===== config.mk =====
export PLATFORM = sky130hd
export DESIGN_NAME = countdown_arbiter
export DESIGN_NICKNAME = d
export VERILOG_FILES = /design/src/rtl/countdown_arbiter.sv
export SDC_FILE = /design/constraint.sdc
export NUM_CORES = 1
export LEC_CHECK = 0
export BUFFER_PORTS_ARGS = -buffer_cell sky130_fd_sc_hd__buf_2
export CORE_MARGIN = 3
export CORE_UTILIZATION = 29
export CTS_CLUSTER_DIAMETER = 50
export DETAILED_ROUTE_END_ITERATION = 8
export GPL_TIMING_DRIVEN = 1
export SLEW_MARGIN = 15
export SYNTH_ARGS = -nofsm -noshare
export SYNTH_HDL_FRONTEND = slang
export SYNTH_SLANG_ARGS = --single-unit

===== constraint.sdc =====
create_clock -name clk -period 2.1 [get_ports clk]
set_input_delay 0.315 -clock clk [delete_from_list [all_inputs] [get_ports clk]]
set_output_delay 0.315 -clock clk [all_outputs]
set_load 0.01 [all_outputs]

===== src/rtl/countdown_arbiter.sv =====
// countdown_arbiter
//   Two requesters share one down-counter. An idle arbiter grants the
//   counter to a single requester, or to the requester named by the
//   round-robin pointer when both ask. The granted value is loaded into the
//   counter. The counter then counts down to zero. A one-cycle done pulse
//   goes to the owner, and the counter returns to idle. If the owner drops
//   its request while counting, it abandons the counter and gets no done
//   pulse.
//
// Ports
//   clk        rising-edge clock
//   reset      asynchronous reset, active low (0 resets, 1 runs)
//   req[1:0]   per-requester request level
//   load_val0  start count for requester 0, sampled at grant
//   load_val1  start count for requester 1, sampled at grant
//   hold       freezes the count while counting (never blocks the zero exit)
//   grant[1:0] one-hot owner, zero when idle
//   count      current counter value
//   busy       high whenever not idle
//   done[1:0]  one-cycle completion pulse on the owner's bit
module countdown_arbiter #(
  parameter int dw = 8
) (
  input  logic          clk,
  input  logic          reset,
  input  logic [1:0]    req,
  input  logic [dw-1:0] load_val0,
  input  logic [dw-1:0] load_val1,
  input  logic          hold,
  output logic [1:0]    grant,
  output logic [dw-1:0] count,
  output logic          busy,
  output logic [1:0]    done
);

  typedef enum logic [1:0] {
    IDLE  = 2'd0,
    COUNT = 2'd1,
    DONE  = 2'd2
  } state_t;

  localparam logic [dw-1:0] ONE = {{(dw-1){1'b0}}, 1'b1};

  state_t        state_q, state_d;
  logic          owner_q, owner_d;
  logic          rr_q, rr_d;
  logic [dw-1:0] count_q, count_d;
  logic          win;

  // State register
  always_ff @(posedge clk or negedge reset) begin
    if (!reset) begin
      state_q <= IDLE;
      owner_q <= 1'b0;
      rr_q    <= 1'b0;
      count_q <= '0;
    end else begin
      state_q <= state_d;
      owner_q <= owner_d;
      rr_q    <= rr_d;
      count_q <= count_d;
    end
  end

  // Next-state logic
  always_comb begin
    state_d = state_q;
    owner_d = owner_q;
    rr_d    = rr_q;
    count_d = count_q;
    win     = (req == 2'b11) ? rr_q : req[1];
    unique case (state_q)
      IDLE: begin
        if (req != 2'b00) begin
          owner_d = win;
          count_d = win ? load_val1 : load_val0;
          state_d = COUNT;
        end
      end
      COUNT: begin
        // Abandonment wins over everything. The zero check comes before
        // hold, so a paused owner still completes at zero. The counter
        // never wraps below zero.
        if (!req[owner_q]) begin
          state_d = IDLE;
          rr_d    = ~owner_q;
        end else if (count_q == '0) begin
          state_d = DONE;
        end else if (!hold) begin
          count_d = count_q - ONE;
        end
      end
      DONE: begin
        state_d = IDLE;
        rr_d    = ~owner_q;
      end
      default: begin
        state_d = IDLE;
      end
    endcase
  end

  // Outputs decoded from registered state only
  always_comb begin
    busy  = (state_q != IDLE);
    grant = busy ? (owner_q ? 2'b10 : 2'b01) : 2'b00;
    done  = (state_q == DONE) ? grant : 2'b00;
    count = count_q;
  end

endmodule


After elaboration in Yosys (flattened, before gate mapping) --
Cells that the tools add are included.
Word-level totals: output and inout bits 13, register bits 12, word-level logic and storage cells 44, input bits 21
Operators by class: magnitude comparators 1, mux-type cells 18, equality and inequality tests 9, reduce and logical (&&, ||, !) cells 10, add/subtract/negate cells 1, bitwise gates (word level) 1
Operators by type and width (count):
- $mux 8 | 5
- $pmux 8 s2 | 1
- $mux 2 | 6
- $ne 2x2->1 const B | 5
- $logic_not 8->1 | 1
- $reduce_bool 2->1 | 4
- $sub 8x1->8 const B | 1
- $reduce_and 2->1 | 3
- $reduce_and 5->1 | 1
- $eq 2x2->1 const B | 2
- $mux 1 | 4
- $pmux 2 s2 | 1
- $ne 3x3->1 const B | 1
- $eq 2x1->1 const B | 1
- $logic_not 2->1 | 1
- $lt 1x2->1 const B | 1
- $pmux 1 s2 | 1
- $not 1->1 | 1

Depth between registers and ports, before layout --
depth after elaboration 5, depth in mapped cells 6, mapped depth without buffers 6

Worst setup path after synthesis --
No wires, ideal clock.
path type flip-flop to flip-flop, start register count_q[0], in the netlist count[0], end register count_q[0], in the netlist count[0], buffers on the path 0, cell stages (with the launch flop) 7, setup slack 163 ps, library setup time 65 ps, data arrival time 1873 ps, data required time 2035 ps, clock period less this slack 1937 ps, cell sequence dfrtp_1 -> inv_1 -> ha_1 -> nor4b_2 -> a2111o_1 -> a2111oi_2 -> a211o_1
Between the ends: cells in the longest elaborated chain, start to end 5, elaborated cells on any way between the ends 8, those cells by class add/sub: 1; eq/ne: 1; mux: 4; reduce/logical: 2
Ends and longest elaborated chain:
- start: declaration | line 47 | logic [dw-1:0] count_q, count_d;
- start signal: assignment | line 61 | count_q <= count_d;
- $sub 8x1->8 | line 90 | count_d = count_q - ONE;
- $mux 8 | line 89 | end else if (!hold) begin
- $mux 8 | line 87 | end else if (count_q == '0) begin
- $mux 8 | line 84 | if (!req[owner_q]) begin
- $pmux 8 s2 | line 72 | unique case (state_q)
Several ways; a longest one is shown, not always the timed one. The select of a mux whose other input is x is not followed. A chain may end at the register's enable or synchronous reset.

Worst setup path in the final report --
Ends and elaborated chain as after synthesis.

==> flow_summary.toml <==
[status]
outcome = "completed"

[clocking]
clk_pin_slew_ns = 0.08
cts_buffers = 3
root_buffer = "clkbuf_4"
cts_max_path_buffers = 2
post_cts_buffers = 0
cts_tree = "built"
htreeDepth = 1
cts.sinks = 12
clk-insertion-delay-late_ns = 0.28

[worst_setup_path]
slowest_delay_ns = 0.45
worstPathArrival_ns = 2.15
path_cells = "inv_1 > ha_1 > nor4b_2 > a2111o_1 > buf_4 > nor4_1 > a211o_1"
r2r-end = "count[0]$_DFFE_PN0P_"
cpMaxStageDelayCell = "dfrtp_1"
critPathCapture = "count[0]$_DFFE_PN0P_"
worstPathRequired_ns = 2.27
r2r_slack_ns = 0.13
startpoint_type = "flip-flop"
reg2reg_from = "count[0]$_DFFE_PN0P_"
crit_path_max_fanout = 7
end_kind = "flip-flop"
reg2regPathDepth = 7
critPathKind = "reg -> reg"
worstSetupStartpoint = "count[0]$_DFFE_PN0P_"

[timing]
setup_viol = 0
fin_worst_skew_ns = 0.00462
fin_ws_ns = 0.129
slew_headroom_pct = 64.7
fin_crit_ns = 1.97
post-route-period-util_pct = 93.9
hold_viol_final = 0
fmax_ghz = 0.507
slew_viol_final = 0
worst-slew-pin-transition_ns = 0.528

[grt]
grt_start_max_net_pins = 14
grt_pass1_wl_mm = 5.15
grt_overflow_total = 0
first_global_vias = 1049
grt_usage_pct = 16.2
grt_antenna_before_repair = 0

[yosys]
ys_ff_latch = 12
synth.distinct_cells = 46
yosysWarningCount = 0
syn-num-nets = 135
seq_area_frac_synth_pct = 31.6
synth_edf_count = 0
ys_async_sr_fraction_pct = 100
synthFlopType = "dfrtp_1"
synth_area_per_cell_um2 = 8.48
synth_area_um2 = 950
synthCells = 112

[power]
power.density_nw_per_um2 = 1250
p_leak_uw = 0.000549
ir_drop_uv = 483

[detailed_routing]
post-route-drc-count = 0
drt-vias-per-instance = 5.62
routedWlPerCell_um = 15.8
drt_first_iter_violations = 53
route.vias.total = 1085
firstDrtPassIters = 4
ant_nets = 0
wl_mm = 3.05

[hold_path]
hold_path_class = "in -> reg"

[layout]
nets = 174
final_cells = 193
fill_cells = 343
n_antenna_cell = 0
mostFrequentLayoutCell = "buf_2"
area_delta_synth_final_pct = 30.3
final_area_um2 = 1240
final_util_pct = 40.2
drive_above_1_share_pct = 32.9
layout_common_cells = "buf_2, dfrtp_1, a21oi_1"

[die]
die_w_um = 63.2
initial_core_util_pct = 30.9
rows = 20
dieArea_um2 = 4000
core_um2 = 3080
num_io_pins = 34
die_h_um = 63.2

[place]
preCtsSetupSlack_ns = 0.0723
place_area_um2 = 1190
dpl.hpwl_mm = 2.28
port-buffer-count = 33
dp.cells = 189
gp_congestion = 0.865

[run]
cap_viol_max_count = 0
==> metal layers <==
metal / vias up / routed length [um] / global-route usage, %
li1: 514 / - / -
met1: 513 / 1350 / 21.0
met2: 53 / 1400 / 25.7
met3: 5 / 259 / 4.63
met4: 0 / 42 / 5.93
met5: - / 0 / 0
==> area by class of cell <==
cell class	instances	area [um2]	share of cell area, %
Timing Repair Buffer	41	228	18.4
Inverter	7	26.3	2.12
Clock buffer	3	22.5	1.82
Multi-Input combinational cell	86	606	48.9
Tap cell	44	55.1	4.45
Sequential cell	12	300	24.3
==> kinds of logic after synthesis <==
| logic type | share of synthesized area, % |
|---|---|
| buf+inv | 5.93 |
| mux | 2.11 |
| flops | 31.6 |
| fa+ha+maj | 2.63 |
| simple gates | 28.3 |
| compound gates | 29.4 |
==> report_power, final <==
group / switching, uW / internal [uW] / total (uW)
Clock: 82.4 / 66.6 / 149
Combinational: 491 / 407 / 898
Sequential: 171 / 334 / 506
==> how the worst min path moves through the flow <==
stage                     cells after the start          from                endpoint  slack (ns)
after floorplan                               0         reset    count[0]$_DFFE_PN0P_        0.02
after detailed placement                      1         reset    count[2]$_DFFE_PN0P_        0.23
final                                         3  load_val1[3]    count[3]$_DFFE_PN0P_        0.40
after CTS                                     3  load_val1[3]    count[3]$_DFFE_PN0P_        0.39
after global placement                        1         reset  state_q[0]$_DFFE_PN0P_        0.22
after global routing                          3  load_val1[3]    count[3]$_DFFE_PN0P_        0.44
==> stage by stage <==
step	power [uW]	setup TNS, ns	hold WS, ns
global route	1700	-0.0314	0.444
CTS	1560	0	0.395
global placement	1370	0	0.221
detailed placement	1390	0	0.225
floorplan	1070	0	0.0194
finish	1550	0	0.402
==> what timing repair did <==
item	4_1_cts	5_1_grt
hold endpoints to repair	12	0
hold buffers	1	0
endpoints found under the setup margin	0	3
resized for setup	0	1
==> Yosys cell counts, types with 2 or more instances <==
library cell	number	share of area, %
mux2i_1	2	2.1
nand3_1	4	2.1
nor2_1	6	2.4
nor2b_1	3	2.0
a2111oi_2	2	3.2
nor3_1	3	1.6
clkbuf_1	6	2.4
ha_1	2	2.6
nand2b_1	3	2.0
and3_1	3	2.0
a211o_1	2	1.8
inv_1	6	2.4
a21oi_1	10	5.3
nand4_1	6	4.0
o21ai_1	3	1.6
nand2_1	4	1.6
nor4_1	3	2.0
dfrtp_1	12	32
o211ai_1	5	4.0
==> registers in the layout (all words and copies together) (netlist names) <==
register / count
state_q: 2
owner_q: 1
count: 8
rr_q: 1
==> critical path: cells and delay by family (launching register included) <==
| kind | cells | cell delay, ns |
|---|---|---|
| AO/OA/AOI/OAI | 2 | 0.53 |
| adder cells (fa/ha/maj) | 1 | 0.14 |
| buffers and inverters | 2 | 0.27 |
| flip-flops | 1 | 0.45 |
| AND/OR/NAND/NOR | 2 | 0.47 |
Power figures use the tool's default switching activity.
